`config.mk`:
```
export PLATFORM = sky130hd
export DESIGN_NAME = mc_controller
export DESIGN_NICKNAME = d
export VERILOG_FILES = /design/src/rtl/mc_controller.sv
export SDC_FILE = /design/constraint.sdc
export NUM_CORES = 1
export LEC_CHECK = 0
export CORE_UTILIZATION = 43
export DETAILED_ROUTE_END_ITERATION = 10
export GPL_TIMING_DRIVEN = 0
export PLACE_DENSITY_LB_ADDON = 0.2
export RECOVER_POWER = 100
export SLEW_MARGIN = 20
export SYNTH_ARGS = -nofsm -noshare
export SYNTH_HDL_FRONTEND = slang
export SYNTH_SLANG_ARGS = --single-unit
```
`constraint.sdc`:
```
create_clock -name CLK -period 3.9 [get_ports CLK]
set_input_delay 0.39 -clock CLK [delete_from_list [all_inputs] [get_ports CLK]]
set_output_delay 0.39 -clock CLK [all_outputs]
set_load 0.02 [all_outputs]
```
`src/rtl/mc_controller.sv`:
```
// Multicycle MIPS control unit: sequences the shared ALU, unified memory port and
// register file through FETCH/DECODE/execute states, stalling on MemReady.
module mc_controller (
    input  logic       CLK,
    input  logic       Reset,
    input  logic [5:0] Op,
    input  logic [5:0] Funct,
    input  logic       Zero,
    input  logic       MemReady,
    output logic       IorD,
    output logic       MemRead,
    output logic       MemWrite,
    output logic       IRWrite,
    output logic       PCWrite,
    output logic       RegWrite,
    output logic       RegDst,
    output logic       MemToReg,
    output logic       AluSrcA,
    output logic [1:0] AluSrcB,
    output logic [1:0] PCSrc,
    output logic [2:0] AluCtl,
    output logic       ExtOp,
    output logic [3:0] State
);

    typedef enum logic [3:0] {
        FETCH  = 4'd0,
        DECODE = 4'd1,
        MEMADR = 4'd2,
        MEMRD  = 4'd3,
        MEMWB  = 4'd4,
        MEMWR  = 4'd5,
        EXEC   = 4'd6,
        ALUWB  = 4'd7,
        BRANCH = 4'd8,
        IMMEX  = 4'd9,
        IMMWB  = 4'd10,
        JUMP   = 4'd11
    } stateT;

    localparam logic [5:0] opRType = 6'b000000;
    localparam logic [5:0] opLw    = 6'b100011;
    localparam logic [5:0] opSw    = 6'b101011;
    localparam logic [5:0] opBeq   = 6'b000100;
    localparam logic [5:0] opAddi  = 6'b001000;
    localparam logic [5:0] opOri   = 6'b001101;
    localparam logic [5:0] opJ     = 6'b000010;

    localparam logic [5:0] fnAdd = 6'b100000;
    localparam logic [5:0] fnSub = 6'b100010;
    localparam logic [5:0] fnAnd = 6'b100100;
    localparam logic [5:0] fnOr  = 6'b100101;
    localparam logic [5:0] fnSlt = 6'b101010;

    localparam logic [2:0] aluAnd = 3'b000;
    localparam logic [2:0] aluOr  = 3'b001;
    localparam logic [2:0] aluAdd = 3'b010;
    localparam logic [2:0] aluSub = 3'b110;
    localparam logic [2:0] aluSlt = 3'b111;

    stateT curState;
    stateT nextState;

    function automatic logic functOk(input logic [5:0] f);
        return (f == fnAdd) || (f == fnSub) || (f == fnAnd) || (f == fnOr) || (f == fnSlt);
    endfunction

    function automatic logic [2:0] aluFromFunct(input logic [5:0] f);
        case (f)
            fnSub:   return aluSub;
            fnAnd:   return aluAnd;
            fnOr:    return aluOr;
            fnSlt:   return aluSlt;
            default: return aluAdd;
        endcase
    endfunction

    always_ff @(posedge CLK) begin
        if (Reset) curState <= FETCH;
        else       curState <= nextState;
    end

    assign State = curState;

    always_comb begin
        IorD      = 1'b0;
        MemRead   = 1'b0;
        MemWrite  = 1'b0;
        IRWrite   = 1'b0;
        PCWrite   = 1'b0;
        RegWrite  = 1'b0;
        RegDst    = 1'b0;
        MemToReg  = 1'b0;
        AluSrcA   = 1'b0;
        AluSrcB   = 2'b00;
        PCSrc     = 2'b00;
        AluCtl    = 3'b000;
        ExtOp     = 1'b1;
        nextState = curState;

        case (curState)
            FETCH: begin
                MemRead = 1'b1;
                AluSrcB = 2'b01;
                AluCtl  = aluAdd;
                IRWrite = MemReady;
                PCWrite = MemReady;
                if (MemReady) nextState = DECODE;
            end
            DECODE: begin
                // Speculatively compute the branch target into ALUOut.
                AluSrcB = 2'b11;
                AluCtl  = aluAdd;
                case (Op)
                    opLw, opSw:     nextState = MEMADR;
                    opRType:        nextState = functOk(Funct) ? EXEC : FETCH;
                    opBeq:          nextState = BRANCH;
                    opAddi, opOri:  nextState = IMMEX;
                    opJ:            nextState = JUMP;
                    default:        nextState = FETCH;
                endcase
            end
            MEMADR: begin
                AluSrcA   = 1'b1;
                AluSrcB   = 2'b10;
                AluCtl    = aluAdd;
                nextState = (Op == opLw) ? MEMRD : MEMWR;
            end
            MEMRD: begin
                IorD    = 1'b1;
                MemRead = 1'b1;
                if (MemReady) nextState = MEMWB;
            end
            MEMWB: begin
                MemToReg  = 1'b1;
                RegWrite  = 1'b1;
                nextState = FETCH;
            end
            MEMWR: begin
                IorD     = 1'b1;
                MemWrite = 1'b1;
                if (MemReady) nextState = FETCH;
            end
            EXEC: begin
                AluSrcA   = 1'b1;
                AluCtl    = aluFromFunct(Funct);
                nextState = ALUWB;
            end
            ALUWB: begin
                RegDst    = 1'b1;
                RegWrite  = 1'b1;
                nextState = FETCH;
            end
            BRANCH: begin
                AluSrcA   = 1'b1;
                AluCtl    = aluSub;
                PCSrc     = 2'b01;
                PCWrite   = Zero;
                nextState = FETCH;
            end
            IMMEX: begin
                AluSrcA   = 1'b1;
                AluSrcB   = 2'b10;
                if (Op == opOri) begin
                    AluCtl = aluOr;
                    ExtOp  = 1'b0;
                end else begin
                    AluCtl = aluAdd;
                end
                nextState = IMMWB;
            end
            IMMWB: begin
                RegWrite  = 1'b1;
                nextState = FETCH;
            end
            JUMP: begin
                PCSrc     = 2'b10;
                PCWrite   = 1'b1;
                nextState = FETCH;
            end
            default: nextState = FETCH;
        endcase

        // During reset every strobe is suppressed and datapath selects look like FETCH.
        if (Reset) begin
            IorD     = 1'b0;
            MemRead  = 1'b0;
            MemWrite = 1'b0;
            IRWrite  = 1'b0;
            PCWrite  = 1'b0;
            RegWrite = 1'b0;
            RegDst   = 1'b0;
            MemToReg = 1'b0;
            AluSrcA  = 1'b0;
            AluSrcB  = 2'b01;
            PCSrc    = 2'b00;
            AluCtl   = aluAdd;
            ExtOp    = 1'b1;
        end
    end

endmodule
```
# ---- Word level (Yosys, flattened, before mapping)
# Cells that the tools add are included.
dict set report totals {
  out_inout_bits 21
  inputBits 16
  reg_bits 4
}
dict set report classes {
  n_reduce_logical 15
  muxes 36
  n_eq_ne 25
}
# cell count
set ops {}
lappend ops {{== test 6 bit, second input constant} 7}
lappend ops {{case mux 4 bit (7 select lines)} 1}
lappend ops {{case mux 3 bit (4 select lines)} 2}
lappend ops {{2-to-1 mux 1 bit} 20}
lappend ops {{case mux 4 bit (5 select lines)} 1}
lappend ops {{== test 4 x 3 -> 1 bit, second input constant} 4}
lappend ops {{== test 4 bit, second input constant} 4}
lappend ops {{== test 6 x 4 -> 1 bit, second input constant} 2}
lappend ops {{2-to-1 mux 4 bit} 3}
lappend ops {{OR reduction 2 bit} 5}
lappend ops {{2-to-1 mux 3 bit} 3}
lappend ops {{== test 4 x 2 -> 1 bit, second input constant} 2}
lappend ops {{== test 6 x 2 -> 1 bit, second input constant} 1}
lappend ops {{== test 6 x 3 -> 1 bit, second input constant} 1}
lappend ops {{logical NOT 6 bit} 1}
lappend ops {{2-to-1 mux 2 bit} 3}
lappend ops {{inequality test 2 bit, second input constant} 3}
lappend ops {{case mux 2 bit (3 select lines)} 1}
lappend ops {{OR reduction 3 bit} 2}
lappend ops {{== test 4 x 1 -> 1 bit, second input constant} 1}
lappend ops {{logical NOT 4 bit} 1}
lappend ops {{logical OR 1 bit} 4}
lappend ops {{case mux 2 bit (2 select lines)} 1}
lappend ops {{OR reduction 4 bit} 1}
lappend ops {{2 further kinds} 2}

# ---- Longest topological paths before layout
# Gate-level depths: netlist of run 1.
dict set report logic_depth {
  word_depth 8
  ltp_mapped 6
  depth_no_buf 4
}

# ---- Worst setup path before layout of run 1
# No wires, ideal clock.
dict set report synth_timing {
  kind {flip-flop to output port}
  startpoint {register curState[1] (netlist: State[1])}
  endpoint {output PCWrite}
  stages_incl_launch_ff 6
  t_arrival_ns 1.787
  required_ns 3.510
  path_buffers 2
  slack_ns 1.723
  cell_sequence {dfxtp_1 -> buf_4 -> buf_4 -> nor4_1 -> nand2_1 -> o31ai_1}
}
dict set report synth_via {
  elab_chain_cells 3
  elab_cells_between_ends 5
  classes_between {2 x eq/ne; 2 x mux; 1 x reduce/logical}
}
# item line
set synth_rtl {}
lappend synth_rtl {{start, declared} 61} ;# stateT curState;
lappend synth_rtl {{start signal, assigned} 80} ;# else curState <= nextState;
lappend synth_rtl {{== test 4 bit or logical NOT 4 bit (tied branches)} 101} ;# case (curState)
lappend synth_rtl {{case mux 1 bit (3 select lines) (*)} 101}
lappend synth_rtl {{2-to-1 mux 1 bit (*)} 185} ;# if (Reset) begin
lappend synth_rtl {{end, declared} 14} ;# output logic PCWrite,
# Mark *: on every way between the ends. The rest lies on a longest branch, timed or not.

# ---- Final worst setup path of run 1
dict set report layout_timing {
  startpoint {input Op[2]}
  endpoint {output AluCtl[1]}
}
dict set report layout_via {
  elab_chain_cells 4
}
# item line
set layout_rtl {}
lappend layout_rtl {{start, declared} 6} ;# input logic [5:0] Op,
lappend layout_rtl {{== test 6 x 4 -> 1 bit} 164} ;# if (Op == opOri) begin
lappend layout_rtl {{2-to-1 mux 2 bit} 164}
lappend layout_rtl {{case mux 3 bit (4 select lines)} 101}
lappend layout_rtl {{2-to-1 mux 3 bit} 185}
lappend layout_rtl {{end, declared} 21} ;# output logic [2:0] AluCtl,
# No other way between the ends.

==> results of run 1 <==
layout make-up:
type / count / area, um2
plain buffers: 11 / 72.6
clock buffers: 3 / 22.5
fillers: 140 / 455
inverters: 1 / 3.75
multi-input cells: 91 / 592
flip-flops and latches: 4 / 80.1
well taps: 16 / 20.0
repair buffers: 33 / 330
worst min path at each step:
stage | end | slack (ns) | depth (start not counted)
2_1_floorplan | State[2] | 0.53 | 1
3_3_place_gp | State[3] | 0.75 | 3
3_5_place_dp | State[3] | 0.77 | 3
4_1_cts | State[1] | 0.69 | 4
5_1_grt | State[0] | 0.71 | 3
6_report | State[0] | 0.67 | 3
routing by layer:
layer  GRT usage  wire [um]  vias to the layer above
met3      0.0375        151                        0
met1       0.301        910                      437
met5           0          0                        -
met4      0.0364          0                        0
li1            -          -                      479
met2       0.391        959                       40
kinds of logic after synthesis:
logic type	count (synthesis)	synth area share
mux	2	0.0297
xor+xnor	2	0.0231
compound gates	26	0.276
flops	4	0.106
simple gates	61	0.465
buf+inv	12	0.101
report_power, final:
part | internal (mW) | switching, mW | total (mW) | leakage [nW]
Sequential | 0.0423 | 0.00188 | 0.0442 | 0.0325
Clock | 0.0344 | 0.0171 | 0.0515 | 0.0138
Combinational | 0.0332 | 0.0345 | 0.0678 | 0.386
worst reg2reg max path: cells and delay by family, from the launching register on:
family                 cells  cell delay (ns)
and+or+nand+nor            2             0.48
buffers and inverters      1             0.18
DFF                        1             0.32
AOI/OAI and AO/OA          1             0.34
per-stage QoR:
| step | power (mW) | worst slack [ns] | cell area (um2) | hold slack [ns] | std cells |
|---|---|---|---|---|---|
| final | 0.163 | 0.849 | 1120 | 0.668 | 159 |
| after CTS | 0.168 | 1.10 | 1130 | 0.686 | 159 |
| after global placement | 0.114 | 1.13 | 1110 | 0.754 | 156 |
| after floorplan | 0.0831 | 1.72 | 758 | 0.526 | 107 |
| after global routing | 0.176 | 0.713 | 1120 | 0.707 | 159 |
| after detailed placement | 0.115 | 1.11 | 1110 | 0.768 | 156 |
cell usage in the layout (no fill, tap or decap), drive strengths merged, types with 2 or more instances in the layout:
cell / count
a211oi: 2
a21oi: 3
a221oi: 2
a31oi: 2
and3: 3
buf: 9
clkbuf: 5
clkdlybuf4s50: 13
dfxtp: 4
dlygate4sd3: 20
mux2: 2
nand2: 7
nand2b: 8
nand3: 2
nor2: 14
nor2b: 4
nor3: 8
nor4: 4
nor4b: 3
o21a: 2
o21ai: 2
o31ai: 2
or2: 2
or3: 3
==> metrics.cfg, run 1 <==
[finish]
largest_reg_flops = 4
antenna_cells = 0
drive_gt1_frac = 0.140
syn2layout_area_growth_pct = 47.9
nets = 161
final_core_util = 0.711

[worst_setup_path]
cp_slowest_cell = dlygate4sd3_1
cp_cell_sequence = dlygate4sd3_1, nand4b_1, nor3_1, o32ai_1, or3_1, dlygate4sd3_1
worstSetupPathDepth = 6
cp_max_fo = 6
crit_path_end_kind = output pin
crit_top_cell = dlygate4sd3_1
endpoint = AluCtl[1]
path_class = in -> out
crit_required_ns = 3.51
crit_arrival_ns = 2.66
r2r-end = State[2]
r2r_cells = 4
r2r-start = State[3]
crit_path_start = Op[2]
cp_slowest_stage_delay_ns = 0.67
reg2reg_setup_slack_ns = 2.46
worstSetupStartpointType = primary input
critPathTopFamily = buffers and inverters
cp_num_buf_inv = 2

[clock_network]
cts_root_buf = clkbuf_4
holdBufCountCts = 0
post-cts-setup-buffers = 0
htreeDepth = 1
cts.sink_count = 4
tritoncts = yes
cts_resized = 0
clk_pin_slew_ns = 0.04
clk_path_buf_depth = 2
cts_buffers = 3
worstSkewPairLatency_ns = 0.23

[global_routing]
grt_first_pass_wirelength_mm = 3.41
grt_max_degree = 11
grt_pass1_vias = 823
grt.total_usage = 0.227
overflow = 0
antenna_found_initial = 0

[sta]
maxSlewViolCount = 0
fin_setup_tns_ns = 0
period_share = 0.782
setup_viol = 0
slew_headroom = 0.724
hold_viol = 0
min_period_ns = 3.05
skew_ns = 0.00175
max_freq_mhz = 328
max_slew.worst_pin.slew_ns = 0.411
rsz0062_at_grt = no

[die]
ios = 37
die_y_um = 44.0
rows = 14
die_w_um = 44.0
core_area_um2 = 1580
initial_core_util = 0.481
dieArea_um2 = 1940

[detailed_routing]
vias = 956
routed_wl_mm = 2.02
antenna_left = 0
drc = 1
routed_via_density = 6.01
first_iter_violations = 40
routedWlPerCell_um = 12.7
dr.pass1.iters = 9

[pwr]
p_leak_nw = 0.432
vdd_ir_drop_max_uv = 119
p_per_area_nw_per_um2 = 146

[logic_synthesis]
synth_area_um2 = 758
yosysTopAreaCell = dfxtp_1
syn_area_per_cell_um2 = 7.09
ys_ff_latch = 4
synth_cell_type_count = 47
async_flop_share = 0
netlist.area_leader.share = 0.106
synth_commonest_cells = nor2_1 (14), nand2b_1 (8), nand2_1 (7), nor3_1 (6)
synth_area_leaders = dfxtp_1 (11%), nor2_1 (6.9%), nand2b_1 (6.6%)
seq_area_frac_synth = 0.106
synth.most_common_cell = nor2_1
ys_warn_count = 0
synth_edf_count = 0
synthFlopType = dfxtp_1
synth_nets = 123
synthCells = 107

[place]
gp_congestion = 0.814
dpl.hpwl_mm = 1.58
port_buffers = 33

[run_status]
status = complete, but fails checks
violations = design-rule violations

[worst_hold_path]
min_path_type = in -> reg
min_from = Reset

[flow_run]
drv_cap = 0

(Power assumes the default switching activity.)
==> inputs of run 2 (changes only) <==
- CORE_UTILIZATION: 43 -> 36
- clock period: 3.9 -> 2.5 ns (I/O delays scaled with it)
==> run 2 against run 1 <==
  * The run now ends clean
  * Register-to-register slack lost 1.4 ns
  * Critical endpoint unchanged
  * Combinational power grew 58%
  * Largest cell class unchanged
  * Total power grew 58%
  * Die area grew 19%
==> metrics.cfg, run 2 (synthesis results as in run 1) <==
[worst_setup_path]
path_class = in -> out  ; unchanged
crit_required_ns = 2.25  ; was 3.51 ns
cp_cell_sequence = clkdlybuf4s50_1, nand4b_1, nor3_2, o32ai_1, or3_1, clkdlybuf4s50_1  ; was dlygate4sd3_1, nand4b_1, nor3_1, o32ai_1, or3_1, dlygate4sd3_1
crit_path_end_kind = output pin  ; unchanged
crit_arrival_ns = 2.16  ; was 2.66 ns
cp_slowest_cell = clkdlybuf4s50_1  ; was dlygate4sd3_1
cp_max_fo = 6  ; unchanged
crit_top_cell = clkdlybuf4s50_1  ; was dlygate4sd3_1
worstSetupStartpointType = primary input  ; unchanged
crit_path_start = Op[2]  ; unchanged
cp_slowest_stage_delay_ns = 0.59  ; was 0.67 ns
r2r-start = State[2]  ; was State[3]

[sta]
hold_viol = 0  ; unchanged
maxSlewViolCount = 0  ; unchanged
finalWorstSetupSlack_ns = 0.0883  ; was 0.849 ns
rsz0062_at_grt = no  ; unchanged
min_period_ns = 2.41
skew_ns = 0.00529  ; was 0.00175 ns
slew_headroom = 0.704  ; was 0.724
max_slew.worst_pin.slew_ns = 0.434  ; was 0.411 ns
max_freq_mhz = 415
period_share = 0.965
fin_setup_tns_ns = 0  ; unchanged
holdWs_ns = 0.543  ; was 0.668 ns
setup_viol = 0  ; unchanged

[global_routing]
grt.total_usage = 0.189  ; was 0.227
overflow = 0  ; unchanged
grt_first_pass_wirelength_mm = 3.08  ; was 3.41 mm
grt_pass1_vias = 741  ; was 823
grt_max_degree = 11  ; unchanged
antenna_found_initial = 0  ; unchanged

[clock_network]
holdBufCountCts = 0  ; unchanged
cts_root_buf = clkbuf_4  ; unchanged
clk_pin_slew_ns = 0.04  ; about the same
htreeDepth = 1  ; unchanged
worstSkewPairLatency_ns = 0.24  ; was 0.23 ns
cts.sink_count = 4  ; unchanged
tritoncts = yes  ; unchanged
cts_buffers = 3  ; unchanged
post-cts-setup-buffers = 0  ; unchanged
clk_path_buf_depth = 2  ; unchanged

[detailed_routing]
routed_via_density = 5.45  ; was 6.01
dr.pass1.iters = 4  ; was 9
first_iter_violations = 26  ; was 40
vias = 926  ; was 956
antenna_left = 0  ; unchanged
routedWlPerCell_um = 12.4  ; was 12.7 um
drc = 0  ; was 1
routed_wl_mm = 2.10  ; was 2.02 mm

[place]
port_buffers = 33  ; unchanged
placed_cells = 167  ; was 156
gp_congestion = 0.846  ; was 0.814
dpl_worst_slack_ns = -0.0132  ; was 1.11 ns
dpl.hpwl_mm = 1.62  ; was 1.58 mm
placed_area_um2 = 1120  ; was 1110 um2

[pwr]
vdd_ir_drop_max_uv = 267  ; was 119 uV
p_total_uw = 259  ; was 163 uW
p_sw_frac = 0.334  ; was 0.327
p_per_area_nw_per_um2 = 229  ; was 146 nW/um2
p_sw_uw = 86.3  ; was 53.5 uW
internal_power_uw = 172  ; was 110 uW
p_leak_nw = 0.427  ; was 0.432 nW
seqPwrFrac = 0.268  ; was 0.270
power_frac_comb = 0.412  ; was 0.415
clkPwrFrac = 0.320  ; was 0.315

[die]
rows = 16  ; was 14
die_y_um = 47.9  ; was 44.0 um
core_area_um2 = 1960  ; was 1580 um2
initial_core_util = 0.386  ; was 0.481
ios = 37  ; unchanged
die_w_um = 47.9  ; was 44.0 um
dieArea_um2 = 2290  ; was 1940 um2

[finish]
mostFrequentLayoutCells = clkdlybuf4s50_1 (16), dlygate4sd3_1 (16), nor2_1 (14), nand2b_1 (8)  ; was dlygate4sd3_1 (20), nor2_1 (14), clkdlybuf4s50_1 (13), nand2b_1 (8), nor3_1 (8)
drive_gt1_frac = 0.140  ; unchanged
syn2layout_area_growth_pct = 49.0  ; was 47.9%
largest_reg_flops = 4  ; unchanged
final_core_util = 0.576  ; was 0.711
final_area_um2 = 1130  ; was 1120 um2
antenna_cells = 0  ; unchanged
nets = 161  ; unchanged
layoutNonFillerInstCount = 170  ; was 159

[worst_hold_path]
min_from = Reset  ; unchanged
min_path_type = in -> reg  ; unchanged

[run_status]
status = finished, final reports clean  ; was complete, but fails checks

[flow_run]
drv_cap = 0  ; unchanged

[run 2: changes by cell type in the layout (fill, tap and decap cells not counted), sizes merged]
| cell | delta |
|---|---|
| dlygate4sd3 | -4 |
| clkdlybuf4s50 | +3 |
| dlygate4sd2 | +1 |
[run 2: power by group through the flow]
stage | combinational, mW | clock (mW) | sequential (mW)
2_1_floorplan | 0.0583 | 0 | 0.0714
3_3_place_gp | 0.108 | 0 | 0.0701
3_5_place_dp | 0.109 | 0 | 0.0703
4_1_cts | 0.110 | 0.0850 | 0.0693
5_1_grt | 0.115 | 0.0906 | 0.0695
6_report | 0.107 | 0.0827 | 0.0692
[run 2: worst max-delay path: cells and delay by family]
| family | cells | cell delay (ns) |
|---|---|---|
| AO/OA/AOI/OAI | 1 | 0.12 |
| buffers and inverters | 2 | 1.13 |
| AND/OR/NAND/NOR | 3 | 0.66 |
[run 2: path summary, 6_finish.rpt]
path / endpoint / slack (ns) / cells past startpoint
worst min-delay path: State[0] / 0.54 / 3
worst max-delay path: AluCtl[1] / 0.09 / 6
worst min register to register: State[3] / 0.78 / 3
worst max register to register: State[0] / 1.06 / 5
[run 2: what timing repair did]
| item | in CTS | in global routing |
|---|---|---|
| setup endpoints to repair | 1 | 0 |
| resized for setup | 1 | 0 |
| endpoints found under the hold margin | 0 | 0 |
[run 2: layer usage]
metal  GRT usage  vias up  routed length, um
li1            -      479                  -
met4      0.0389        0                  0
met1       0.246      420                997
met3      0.0453        0                100
met5           0        -                  0
met2       0.316       27               1010
[run 2: final cells by class]
| cell class | count | area (um2) |
|---|---|---|
| Buffer | 11 | 68.8 |
| Clock buffer | 3 | 22.5 |
| Fill cell | 225 | 832 |
| Inverter | 1 | 3.75 |
| Multi-Input combinational cell | 91 | 592 |
| Sequential cell | 4 | 80.1 |
| Tap cell | 27 | 33.8 |
| Timing Repair Buffer | 33 | 329 |
==> inputs of run 3 (changes only) <==
- CORE_UTILIZATION: 36 -> 40
- clock period: 2.5 -> 2.4 ns (I/O delays scaled with it)
==> run 3 against run 2 <==
  * First-iteration DRC count is 3.8% lower
  * Sequential cell count stayed put
  * Combinational power is 4% higher
  * Total power is 3.0% higher
  * Non-clock buffer count stayed put
  * Global-route usage is 1.8 points higher
  * Utilization is 6.3 points higher
  * Critical path type is now reg -> out
  * Critical endpoint is now RegWrite
  * Largest cell class unchanged
==> metrics.cfg, run 3 (synthesis results as in run 1) <==
[global_routing]
overflow = 0  ; unchanged
grt.total_usage = 0.207  ; was 0.189
antenna_found_initial = 0  ; unchanged
grt_first_pass_wirelength_mm = 3.25  ; was 3.08 mm
grt_max_degree = 11  ; unchanged
grt_pass1_vias = 797  ; was 741

[worst_setup_path]
crit_required_ns = 2.16  ; was 2.25 ns
crit_path_start = State[3]  ; was Op[2]
cp_cell_sequence = buf_2, nand2b_1, mux2_2, o22a_1, nor2_1, clkdlybuf4s50_1  ; was clkdlybuf4s50_1, nand4b_1, nor3_2, o32ai_1, or3_1, clkdlybuf4s50_1
worstSetupStartpointType = flip-flop  ; was primary input
cp_max_fo = 10  ; was 6
cp_slowest_cell = clkdlybuf4s50_1  ; unchanged
r2r-start = State[3]  ; was State[2]
crit_path_end_kind = output pin  ; unchanged
crit_arrival_ns = 2.09  ; was 2.16 ns
cp_slowest_stage_delay_ns = 0.60  ; was 0.59 ns
path_class = reg -> out  ; was in -> out

[pwr]
p_per_area_nw_per_um2 = 239  ; was 229 nW/um2
p_total_uw = 266  ; was 259 uW
p_leak_nw = 0.423  ; was 0.427 nW
vdd_ir_drop_max_uv = 246  ; was 267 uV

[sta]
skew_ns = 0.00233  ; was 0.00529 ns
hold_viol = 0  ; unchanged
max_freq_mhz = 430
setup_viol = 0  ; unchanged
rsz0062_at_grt = no  ; unchanged
min_period_ns = 2.33
slew_headroom = 0.699  ; was 0.704
maxSlewViolCount = 0  ; unchanged
fin_setup_tns_ns = 0  ; unchanged
period_share = 0.969
max_slew.worst_pin.slew_ns = 0.448  ; was 0.434 ns
finalWorstSetupSlack_ns = 0.0739  ; was 0.0883 ns

[finish]
multi_input_area_um2 = 589  ; was 592 um2
largest_reg_flops = 4  ; unchanged
layout_commonest_cell = dlygate4sd3_1
nets = 161  ; unchanged
final_core_util = 0.639  ; was 0.576
syn2layout_area_growth_pct = 47.0  ; was 49.0%
mostFrequentLayoutCells = dlygate4sd3_1 (15), nor2_1 (14), clkdlybuf4s50_1 (14), nand2b_1 (8), nand2_1 (7)  ; was clkdlybuf4s50_1 (16), dlygate4sd3_1 (16), nor2_1 (14), nand2b_1 (8)
drive_gt1_frac = 0.140  ; unchanged
fillers = 175  ; was 225
regArea_um2 = 80.1  ; unchanged
antenna_cells = 0  ; unchanged

[die]
rows = 15  ; was 16
ios = 37  ; unchanged
dieArea_um2 = 2070  ; was 2290 um2
core_area_um2 = 1750  ; was 1960 um2
die_y_um = 45.5  ; was 47.9 um
die_w_um = 45.5  ; was 47.9 um
initial_core_util = 0.434  ; was 0.386

[worst_hold_path]
min_path_type = in -> reg  ; unchanged
min_from = Op[3]  ; was Reset

[detailed_routing]
wl_met2_mm = 1.05  ; was 1.01 mm
highest_layer = met4  ; was met3
routed_via_density = 5.76  ; was 5.45
routed_wl_mm = 2.16  ; was 2.10 mm
antenna_left = 0  ; unchanged
dr.pass1.iters = 4  ; unchanged
met1_length_um = 972  ; was 997 um
vias = 967  ; was 926
met3_length_um = 136  ; was 100 um
routedWlPerCell_um = 12.9  ; was 12.4 um
first_iter_violations = 25  ; was 26
drc = 0  ; unchanged

[clock_network]
tritoncts = yes  ; unchanged
cts_buffers = 3  ; unchanged
cts_root_buf = clkbuf_4  ; unchanged
worstSkewPairLatency_ns = 0.23  ; was 0.24 ns
clk_pin_slew_ns = 0.04  ; about the same
post-cts-setup-buffers = 0  ; unchanged
clk_path_buf_depth = 2  ; unchanged
htreeDepth = 1  ; unchanged
cts.sink_count = 4  ; unchanged

[place]
dpl_worst_slack_ns = -0.107  ; was -0.0132 ns
dpl.hpwl_mm = 1.65  ; was 1.62 mm
port_buffers = 33  ; unchanged
gp_congestion = 0.874  ; was 0.846

[run_status]
status = finished, final reports clean  ; unchanged

[flow_run]
drv_cap = 0  ; unchanged

-- run 3: final timing paths --
check        endpoint  slack [ns]  depth (start not counted)
max reg2reg  State[2]        0.95                          4
min          State[1]        0.56                          4
min reg2reg  State[3]        0.77                          3
max          RegWrite        0.07                          6
-- run 3: repair_timing --
action                     CTS  global route
setup endpoints to repair    2             2
resized for setup            2             2
hold buffers                 0             0
-- run 3: area by class of cell --
type / instances / area share
Tap cell: 25 / 0.0281
Buffer: 11 / 0.0651
Timing Repair Buffer: 33 / 0.283
Sequential cell: 4 / 0.0718
Inverter: 1 / 0.00337
Clock buffer: 3 / 0.0202
Multi-Input combinational cell: 91 / 0.529
-- run 3: layer usage --
metal / vias to the layer above / global-route usage
met4: 0 / 0.0121
met2: 36 / 0.366
met5: - / 0
met1: 452 / 0.268
met3: 2 / 0.0397
li1: 477 / -
-- run 3: metrics by stage --
| stage | area, um2 | cells | hold WS, ns |
|---|---|---|---|
| after floorplan | 758 | 107 | 0.376 |
| after CTS | 1140 | 168 | 0.554 |
| after global routing | 1110 | 168 | 0.594 |
| after detailed placement | 1120 | 165 | 0.759 |
| after global placement | 1120 | 165 | 0.758 |
| final | 1110 | 168 | 0.564 |
-- run 3: where the power goes --
part           switching [mW]  leakage, nW  internal (mW)
Sequential            0.00332       0.0325         0.0687
Combinational          0.0577        0.377         0.0530
Clock                  0.0278       0.0138         0.0560
-- run 3: worst max-delay path: cells and delay by family (launching register included) --
| family | cells | cell delay, ns |
|---|---|---|
| mux | 1 | 0.27 |
| simple gates | 2 | 0.29 |
| flops | 1 | 0.32 |
| buf+inv | 2 | 0.79 |
| compound gates | 1 | 0.17 |
